File: src/rtl/hazard_scoreboard_pkg.sv
// Shared types and latency helpers for the register-scoreboard hazard unit.
// Latencies count cycles from issue until a result can be consumed by ID.
package hazard_scoreboard_pkg;

  typedef logic [4:0] reg_addr_t;
  typedef logic [2:0] lat_t;

  function automatic int calc_max_lat(int load_lat, int wb_dist);
    return wb_dist - 1 + load_lat + 1;
  endfunction

  // Without forwarding every writer waits for writeback; loads add their extra delay.
  function automatic int issue_lat(bit is_load, bit fwd_en, int load_lat, int wb_dist);
    if (fwd_en) return is_load ? load_lat + 1 : 0;
    return is_load ? wb_dist - 1 + load_lat : wb_dist - 1;
  endfunction

endpackage

File: src/rtl/hazard_scoreboard_if.sv
// ID-stage view of the hazard unit: decoded instruction fields in, stall controls out.
interface hazard_scoreboard_if #(
  parameter int NUM_REGS = 32,
  parameter int STAT_W   = 32
);
  localparam int AW = $clog2(NUM_REGS);

  logic              id_valid;
  logic [AW-1:0]     if_id_rs1;
  logic [AW-1:0]     if_id_rs2;
  logic              id_rs1_used;
  logic              id_rs2_used;
  logic [AW-1:0]     id_rd;
  logic              id_reg_write;
  logic              id_mem_read;
  logic              flush;
  logic              pipe_hold;
  logic              stall;
  logic              pc_write_;
  logic              if_id_write;
  logic              id_ex_bubble;
  logic [NUM_REGS-1:0] busy_vec;
  logic [STAT_W-1:0] stall_cycles;

  modport master (
    output id_valid, if_id_rs1, if_id_rs2, id_rs1_used, id_rs2_used,
           id_rd, id_reg_write, id_mem_read, flush, pipe_hold,
    input  stall, pc_write_, if_id_write, id_ex_bubble, busy_vec, stall_cycles
  );

  modport slave (
    input  id_valid, if_id_rs1, if_id_rs2, id_rs1_used, id_rs2_used,
           id_rd, id_reg_write, id_mem_read, flush, pipe_hold,
    output stall, pc_write_, if_id_write, id_ex_bubble, busy_vec, stall_cycles
  );
endinterface

File: src/rtl/hazard_scoreboard_reg_counter.sv
// One register's pending-result countdown: load on issue, otherwise count down to zero.
module hazard_scoreboard_reg_counter
  import hazard_scoreboard_pkg::*;
#(
  parameter int W = 2
) (
  input  logic         clk,
  input  logic         rst,
  input  logic         i_load,
  input  logic [W-1:0] i_load_val,
  input  logic         i_dec,
  output logic [W-1:0] o_cnt
);

  logic [W-1:0] r_cnt;

  // A new issue to this register overrides the decrement of the old one.
  always_ff @(posedge clk) begin
    if (rst) begin
      r_cnt <= '0;
    end else if (i_load) begin
      r_cnt <= i_load_val;
    end else if (i_dec && (r_cnt != '0)) begin
      r_cnt <= r_cnt - W'(1);
    end
  end

  assign o_cnt = r_cnt;

endmodule

File: src/rtl/hazard_scoreboard.sv
// Scoreboard hazard unit: per-register countdowns stall ID until its sources are consumable.
// Flush kills the ID instruction outright; pipe_hold freezes all state and suppresses bubbles.
module hazard_scoreboard
  import hazard_scoreboard_pkg::*;
#(
  parameter int NUM_REGS = 32,
  parameter int LOAD_LAT = 0,
  parameter int FWD_EN   = 1,
  parameter int WB_DIST  = 3,
  parameter int STAT_W   = 32
) (
  input  logic               clk,
  input  logic               rst,
  hazard_scoreboard_if.slave bus
);

  localparam int AW      = $clog2(NUM_REGS);
  localparam int MAX_LAT = calc_max_lat(LOAD_LAT, WB_DIST);
  localparam int LAT_W   = $clog2(MAX_LAT + 1);
  localparam logic [LAT_W-1:0] LD_VAL  = LAT_W'(issue_lat(1'b1, FWD_EN != 0, LOAD_LAT, WB_DIST));
  localparam logic [LAT_W-1:0] ALU_VAL = LAT_W'(issue_lat(1'b0, FWD_EN != 0, LOAD_LAT, WB_DIST));

  logic [LAT_W-1:0]    w_cnt [NUM_REGS];
  logic [NUM_REGS-1:0] w_busy;
  logic                w_hz;
  logic                w_issue;
  logic [LAT_W-1:0]    w_issue_val;
  logic                w_stall;
  logic [STAT_W-1:0]   r_stall_cycles;

  assign w_cnt[0] = '0;

  genvar r;
  generate
    for (r = 1; r < NUM_REGS; r++) begin : g_cnt
      hazard_scoreboard_reg_counter #(.W(LAT_W)) u_cnt (
        .clk        (clk),
        .rst        (rst),
        .i_load     (w_issue && (bus.id_rd == AW'(r))),
        .i_load_val (w_issue_val),
        .i_dec      (~bus.pipe_hold),
        .o_cnt      (w_cnt[r])
      );
    end
  endgenerate

  always_comb begin
    w_busy = '0;
    for (int i = 0; i < NUM_REGS; i++) w_busy[i] = (w_cnt[i] != '0);
  end

  // x0 has a hard-wired zero counter, so the rs!=0 terms fall out of w_busy.
  assign w_hz = bus.id_valid &&
                ((bus.id_rs1_used && w_busy[bus.if_id_rs1]) ||
                 (bus.id_rs2_used && w_busy[bus.if_id_rs2]));

  assign w_issue = bus.id_valid && !w_hz && !bus.flush && !bus.pipe_hold &&
                   bus.id_reg_write && (bus.id_rd != '0);
  assign w_issue_val = bus.id_mem_read ? LD_VAL : ALU_VAL;

  assign w_stall = w_hz && !bus.flush && !rst;

  always_ff @(posedge clk) begin
    if (rst) begin
      r_stall_cycles <= '0;
    end else if (w_stall && !bus.pipe_hold && (r_stall_cycles != '1)) begin
      r_stall_cycles <= r_stall_cycles + STAT_W'(1);
    end
  end

  assign bus.stall        = w_stall;
  assign bus.pc_write_    = rst || !(w_stall || bus.pipe_hold);
  assign bus.if_id_write  = rst || !(w_stall || bus.pipe_hold);
  assign bus.id_ex_bubble = w_stall && !bus.pipe_hold;
  assign bus.busy_vec     = rst ? '0 : w_busy;
  assign bus.stall_cycles = r_stall_cycles;

endmodule

File: src/flat_wrapper.sv
// flat-port wrapper written by rule: the top's interface ports become plain ports
module hazard_scoreboard_flat import hazard_scoreboard_pkg::*;
#(
  parameter int NUM_REGS = 32,
  parameter int LOAD_LAT = 0,
  parameter int FWD_EN   = 1,
  parameter int WB_DIST  = 3,
  parameter int STAT_W   = 32
)
  (clk, rst, bus_id_valid, bus_if_id_rs1, bus_if_id_rs2, bus_id_rs1_used, bus_id_rs2_used, bus_id_rd, bus_id_reg_write, bus_id_mem_read, bus_flush, bus_pipe_hold, bus_stall, bus_pc_write_, bus_if_id_write, bus_id_ex_bubble, bus_busy_vec, bus_stall_cycles);
  hazard_scoreboard_if #(.NUM_REGS(NUM_REGS), .STAT_W(STAT_W)) bus_i ();
  input  logic clk;
  input  logic rst;
  input wire logic [$bits(bus_i.id_valid)-1:0] bus_id_valid;
  input wire logic [$bits(bus_i.if_id_rs1)-1:0] bus_if_id_rs1;
  input wire logic [$bits(bus_i.if_id_rs2)-1:0] bus_if_id_rs2;
  input wire logic [$bits(bus_i.id_rs1_used)-1:0] bus_id_rs1_used;
  input wire logic [$bits(bus_i.id_rs2_used)-1:0] bus_id_rs2_used;
  input wire logic [$bits(bus_i.id_rd)-1:0] bus_id_rd;
  input wire logic [$bits(bus_i.id_reg_write)-1:0] bus_id_reg_write;
  input wire logic [$bits(bus_i.id_mem_read)-1:0] bus_id_mem_read;
  input wire logic [$bits(bus_i.flush)-1:0] bus_flush;
  input wire logic [$bits(bus_i.pipe_hold)-1:0] bus_pipe_hold;
  output wire logic [$bits(bus_i.stall)-1:0] bus_stall;
  output wire logic [$bits(bus_i.pc_write_)-1:0] bus_pc_write_;
  output wire logic [$bits(bus_i.if_id_write)-1:0] bus_if_id_write;
  output wire logic [$bits(bus_i.id_ex_bubble)-1:0] bus_id_ex_bubble;
  output wire logic [$bits(bus_i.busy_vec)-1:0] bus_busy_vec;
  output wire logic [$bits(bus_i.stall_cycles)-1:0] bus_stall_cycles;
  assign bus_i.id_valid = bus_id_valid;
  assign bus_i.if_id_rs1 = bus_if_id_rs1;
  assign bus_i.if_id_rs2 = bus_if_id_rs2;
  assign bus_i.id_rs1_used = bus_id_rs1_used;
  assign bus_i.id_rs2_used = bus_id_rs2_used;
  assign bus_i.id_rd = bus_id_rd;
  assign bus_i.id_reg_write = bus_id_reg_write;
  assign bus_i.id_mem_read = bus_id_mem_read;
  assign bus_i.flush = bus_flush;
  assign bus_i.pipe_hold = bus_pipe_hold;
  assign bus_stall = bus_i.stall;
  assign bus_pc_write_ = bus_i.pc_write_;
  assign bus_if_id_write = bus_i.if_id_write;
  assign bus_id_ex_bubble = bus_i.id_ex_bubble;
  assign bus_busy_vec = bus_i.busy_vec;
  assign bus_stall_cycles = bus_i.stall_cycles;
  hazard_scoreboard #(.NUM_REGS(NUM_REGS), .LOAD_LAT(LOAD_LAT), .FWD_EN(FWD_EN), .WB_DIST(WB_DIST), .STAT_W(STAT_W)) u_core (.clk(clk), .rst(rst), .bus(bus_i));
endmodule
File: config.mk
export PLATFORM = sky130hd
export DESIGN_NAME = hazard_scoreboard_flat
export DESIGN_NICKNAME = d
export VERILOG_FILES = /design/src/rtl/hazard_scoreboard_pkg.sv /design/src/rtl/hazard_scoreboard_if.sv /design/src/rtl/hazard_scoreboard_reg_counter.sv /design/src/rtl/hazard_scoreboard.sv /design/src/flat_wrapper.sv
export SDC_FILE = /design/constraint.sdc
export NUM_CORES = 1
export LEC_CHECK = 0
export ABC_CLOCK_PERIOD_IN_PS = 3000
export CORE_ASPECT_RATIO = 1.25
export CORE_MARGIN = 5
export CORE_UTILIZATION = 32
export DETAILED_ROUTE_END_ITERATION = 6
export GPL_TIMING_DRIVEN = 1
export SYNTH_ARGS = -nofsm -noshare
export SYNTH_HDL_FRONTEND = slang
export SYNTH_SLANG_ARGS = --single-unit
File: constraint.sdc
create_clock -name clk -period 3 [get_ports clk]
set_input_delay 0.3 -clock clk [delete_from_list [all_inputs] [get_ports clk]]
set_output_delay 0.3 -clock clk [all_outputs]
set_load 0.005 [all_outputs]
==> metrics.yaml, run 1 <==
status: "completed"
period_share: 0.9534
postRouteWirelength_um: 17680
dieHeight_um: 163.3
static-leakage-power_nw: 2.687
hold_viol: 0
yosys-top-cells-area: "dfxtp_1 (31%), ha_1 (6.7%), nor2_1 (5.6%)"
postLayoutCellArea_um2: 7904
dp_hpwl_um: 12590
vias_per_cell: 5.402
h-tree-depth: 3
syn2layout_area_growth_pct: 31.36
regArea_um2: 1891
synth.top_cells.by_count: "dfxtp_1 (94), nor2_1 (90), inv_1 (71)"
synth-simple-area-share: 0.2217
arrival_ps: 2560
path_clk_slew_ps: 70
route.antenna.remaining_nets: 0
synth_xor_area_frac: 0.04512
async_flop_share: 0
antenna_found_initial: 1
grt_pass1_wl_um: 29390
cts_tree: "yes"
drc: 0
synth_top_area_cell: "dfxtp_1"
grt_setup_unrepaired: "no"
crit_fanout: 4
clk_latency_ps: 350
dieArea_um2: 21660
grt_pass1_vias: 5540
rows: 56
wl_met3_um: 1190
synth-warning-count: 0
synth_mux_area_frac: 0.06633
fin_crit_ps: 2860
end_kind: "primary output"
grtUsageTotal: 0.1671
synth-compound-area-share: 0.1988
core_area_um2: 18640
skew_ps: 8.271
overflow: 0
slew_violations: 0
wl_met2_um: 8093
maxCapViolations: 0
max_slew_margin: 0.5558
worst_setup_path_start_kind: "input port"
synth_top_family_by_area: "simple AND/OR/NAND/NOR gates"
pin_count: 92
fmax_mhz: 349.6
final.setup.worst_slack_ps: 139.8
initial_core_util: 0.3228
required_ps: 2700
top_layer: "met4"
gp_congestion: 0.8635
detail_route.first_pass.iterations: 6
powerDensity_nw_per_um2: 498.8
clkSinkCount: 94
drive_gt1_frac: 0.1738
path_class: "input port to primary output"
synth_area_um2: 6017
place_area_um2: 7358
synth_edf_count: 0
worst-r2r-setup-slack_ps: 150
grt_max_degree: 101
synth.avg_cell_area_um2: 8.186
ys_types: 59
syn_nets: 791
synth_most_common_cell: "dfxtp_1"
vias: 5796
cts_max_path_buffers: 2
dominantRegCellSynth: "dfxtp_1"
multiInputGateArea_um2: 3791
wl_met1_um: 8046
ys_seq_area_frac: 0.3127
dp_slack_ps: -255.5
io_buffers: 90
cts_buffers: 9
wl_per_cell_um: 16.47
synthAdderAreaFrac: 0.06654
die_w_um: 132.7
drt_iter0_markers: 340
fin_tns_setup_ps: 0
max-vdd-ir-drop_v: 0.0002964
tightest_slew_ps: 663.8
setup-violations-final: 0
worstHoldPathType: "input port to flip-flop"
synthCells: 735
cts.root.buffer_cell: "clkbuf_16"
postCtsHoldBufs: 0
synth_top_cell_area_share: 0.3127
num-nets-final: 891
fill_cells: 1860
ys_ff_latch: 94
## critical path, stage by stage
cell             delay [ps]
dlygate4sd2_1           310
bufbuf_16               300
mux4_2                  520
a32oi_2                 200
o22ai_2                 120
a211oi_4                270
a21oi_4                  80
buf_4                   140
nor2_2                  100
clkdlybuf4s15_1         220
## power by group
group	switching, mW	leakage (nW)	internal (mW)	total [mW]
Sequential	0.0506	0.764	1.37	1.42
Combinational	0.685	1.79	0.677	1.36
Clock	0.518	0.134	0.644	1.16
## placed cells by master, fill, tap and decap left out, types with 12 or more instances in the layout
cell,n
or4_1,17
o21ai_0,13
dfxtp_1,87
nor2_1,88
o31ai_1,17
ha_2,18
xnor2_1,31
mux4_2,12
nand2_1,36
clkdlybuf4s50_1,83
inv_1,71
a21oi_1,35
nand3_1,33
and3_1,31
buf_4,51
a31oi_1,19
## kinds of logic after synthesis
kind of cell / after synthesis
mux: 24
buf+inv: 128
other cells: 1
flops: 94
simple gates: 264
xor+xnor: 31
fa+ha+maj: 32
compound gates: 161
## state kept, by name, indices dropped and copies added, names as in the netlist
| signal | flops |
|---|---|
| u_core.bus.stall_cycles | 32 |
| u_core.g_cnt.u_cnt.o_cnt | 62 |
## stage by stage
stage	util	power, mW	hold WS [ps]	cells
global route	0.4241	4.196	507.6	1073
finish	0.4241	3.943	479.9	1073
global placement	0.3948	2.699	478.8	1050
CTS	0.4195	3.949	495.1	1072
detailed placement	0.3948	2.708	485.5	1050
floorplan	-	2.261	476.5	735
## routing by layer
| metal | vias up | track usage |
|---|---|---|
| met3 | 20 | 0.03758 |
| met2 | 167 | 0.2675 |
| met5 | - | 0 |
| met4 | 0 | 0.05388 |
| met1 | 2764 | 0.2240 |
| li1 | 2845 | - |
## area by class of cell
cell class	instances	area share
Antenna cell	1	0.0003166
Clock buffer	10	0.02897
Clock inverter	6	0.007915
Inverter	72	0.03419
Multi-Input combinational cell	513	0.4797
Sequential cell	94	0.2392
Tap cell	232	0.03673
Timing Repair Buffer	145	0.1730
## final timing paths
kind                            cells past startpoint                                          from                                        to
worst max register to register                     11  u_core.g_cnt[15].u_cnt.o_cnt[0]$_SDFFE_PP0P_   u_core.bus.stall_cycles[6]$_SDFFE_PP0P_
worst min-delay path                                3                                           rst  u_core.bus.stall_cycles[12]$_SDFFE_PP0P_
worst max-delay path                               10                              bus_if_id_rs2[0]                                 bus_stall
worst min register to register                      2       u_core.bus.stall_cycles[5]$_SDFFE_PP0P_   u_core.bus.stall_cycles[5]$_SDFFE_PP0P_
## timing repair
item,4_1_cts,5_1_grt
setup buffers,5,0
endpoints found under the setup margin,4,10
pin swaps,6,4
cloned,1,0
endpoints found under the hold margin,0,0
resized for setup,38,23
Power figures use the tool's default switching activity.
==> run 2, diff against run 1 <==
SETUP_SLACK_MARGIN = 0.2   (was default)
==> metrics.yaml, run 2 (synthesis results as in run 1) <==
tightest_slew_ps: 646.9
core_area_um2: 18640
largest_register_ffs: 62
syn2layout_area_growth_pct: 38.49
final_core_utilization: 0.4471
grtUsageTotal: 0.1687
end_kind: "flip-flop"
max-vdd-ir-drop_v: 0.0002861
io_buffers: 90
fill_cells: 1813
vias: 5808
dp_hpwl_um: 12590
wl_per_cell_um: 16.70
max_slew_margin: 0.5671
skew_ps: 8.536
final.setup.worst_slack_ps: 224.6
maxCapViolations: 0
holdPathEnd: "u_core.bus.stall_cycles[4]$_SDFFE_PP0P_"
detail_route.first_pass.iterations: 5
postCtsHoldBufs: 0
final_common_cell: "nor2_1"
setup-violations-final: 0
h-tree-depth: 3
initial_core_util: 0.3228
gp_congestion: 0.8635
path_clk_slew_ps: 70
mostFrequentLayoutCells: "nor2_1 (88), clkdlybuf4s50_1 (81), dfxtp_1 (72)"
num-nets-final: 907
pin_count: 92
cts.root.buffer_cell: "clkbuf_16"
fin_crit_ps: 2775
grt_pass1_vias: 5644
worst-r2r-setup-slack_ps: 220
r2r_end: "u_core.bus.stall_cycles[24]$_SDFFE_PP0P_"
period_share: 0.9251
drt_iter0_markers: 419
worst_setup_path_start_kind: "flip-flop"
cts_buffers: 9
clk_latency_ps: 350
fmax_mhz: 360.3
static-leakage-power_nw: 2.813
timing.rr.start: "u_core.g_cnt[10].u_cnt.o_cnt[0]$_SDFFE_PP0P_"
grt_pass1_wl_um: 29740
dieArea_um2: 21660
cts_max_path_buffers: 2
overflow: 0
cts_tree: "yes"
min_path_cells: 3
reg2regPathDepth: 11
drive_gt1_frac: 0.2617
dp_slack_ps: -255.5
crit_fanout: 33
antenna_found_initial: 1
slew_violations: 0
grt_setup_unrepaired: "yes"
vias_per_cell: 5.333
powerDensity_nw_per_um2: 493.8
dieHeight_um: 163.3
cpPeakStageDelay_ps: 520
clkSinkCount: 94
rows: 56
min-delay-start: "rst"
postRouteWirelength_um: 18180
hold_viol: 0
grt_max_degree: 101
finalPower_mw: 4.114
arrival_ps: 3050
route.antenna.remaining_nets: 0
die_w_um: 132.7
fin_tns_setup_ps: 0
path_class: "flip-flop to flip-flop"
drc: 0
hold-worst-slack_ps: 495.8
status: "completed"
worstHoldPathType: "input port to flip-flop"
slowest_stage: "or4_4"
crit_chain: "inv_1 -> ha_4 -> mux4_2 -> a32oi_2 -> o22ai_2 -> a211oi_4 -> a21oi_4 -> buf_4 -> buf_12 -> or4_4 -> a21oi_2"
required_ps: 3280
==> run 2: changes by cell type in the layout (fill, tap and decap cells not counted), moves of 8 or more <==
cell     delta
inv_2       +8
a21oi_2    +10
inv_1       -8
a21oi_1    -10
or4_4      +10
or4_1      -10
ha_4       +12
dfxtp_2    +15
dfxtp_1    -15
buf_4      +12
==> run 2: layout make-up <==
cell class	count	area, um^2	share of cell area
flip-flops and latches	94	1909	0.2291
diodes	1	2.502	0.0003003
multi-input cells	513	4064	0.4877
repair buffers	161	1505	0.1806
inverters	72	270.3	0.03243
well taps	232	290.3	0.03483
clock buffers	10	229.0	0.02748
clock inverters	6	62.56	0.007508
==> run 2: critical path: cells and delay by family, from the launching register on <==
kind,cells,cell delay (ps)
flops,1,310
mux,1,460
fa+ha+maj,1,190
simple gates,1,520
buf+inv,3,410
compound gates,5,810
==> run 2: worst max-delay path by stage <==
stage / from / to
final: u_core.g_cnt[10].u_cnt.o_cnt[0]$_SDFFE_PP0P_ / u_core.bus.stall_cycles[24]$_SDFFE_PP0P_
after global routing: u_core.g_cnt[26].u_cnt.o_cnt[1]$_SDFFE_PP0P_ / u_core.bus.stall_cycles[24]$_SDFFE_PP0P_
after CTS: u_core.g_cnt[23].u_cnt.o_cnt[0]$_SDFFE_PP0P_ / bus_if_id_write
after detailed placement: bus_if_id_rs2[0] / u_core.bus.stall_cycles[30]$_SDFFE_PP0P_
after global placement: bus_if_id_rs2[0] / u_core.bus.stall_cycles[30]$_SDFFE_PP0P_
after floorplan: u_core.g_cnt[23].u_cnt.o_cnt[0]$_SDFFE_PP0P_ / bus_pc_write_
==> run 2: power breakdown <==
group / switching (mW) / internal, mW
Sequential: 0.0530 / 1.37
Clock: 0.519 / 0.644
Combinational: 0.739 / 0.786
==> run 2: what timing repair did <==
action / 4_1_cts / 5_1_grt
setup buffers: 7 / 14
pin swaps: 10 / 26
gates cloned: 1 / 0
endpoints found under the setup margin: 21 / 58
gates resized for setup: 78 / 73
==> run 2: stage by stage <==
step / instance area, um^2 / instances
floorplan: 6017 / 735
global placement: 7358 / 1050
detailed placement: 7358 / 1050
CTS: 7996 / 1074
global route: 8333 / 1089
finish: 8333 / 1089
==> run 2: layer usage <==
layer  GRT usage  share of wire  up-vias
met2      0.2689           0.46      161
met5           0              0        -
met4     0.05907          0.020        0
li1            -              -     2869
met3     0.03851          0.062       22
met1      0.2249           0.45     2756
==> run 3, diff against run 2 <==
CTS_CLUSTER_SIZE = 16   (was default)
==> results of run 3 <==
Same layout as run 2: the final DEF is identical, and so are final timing and power.
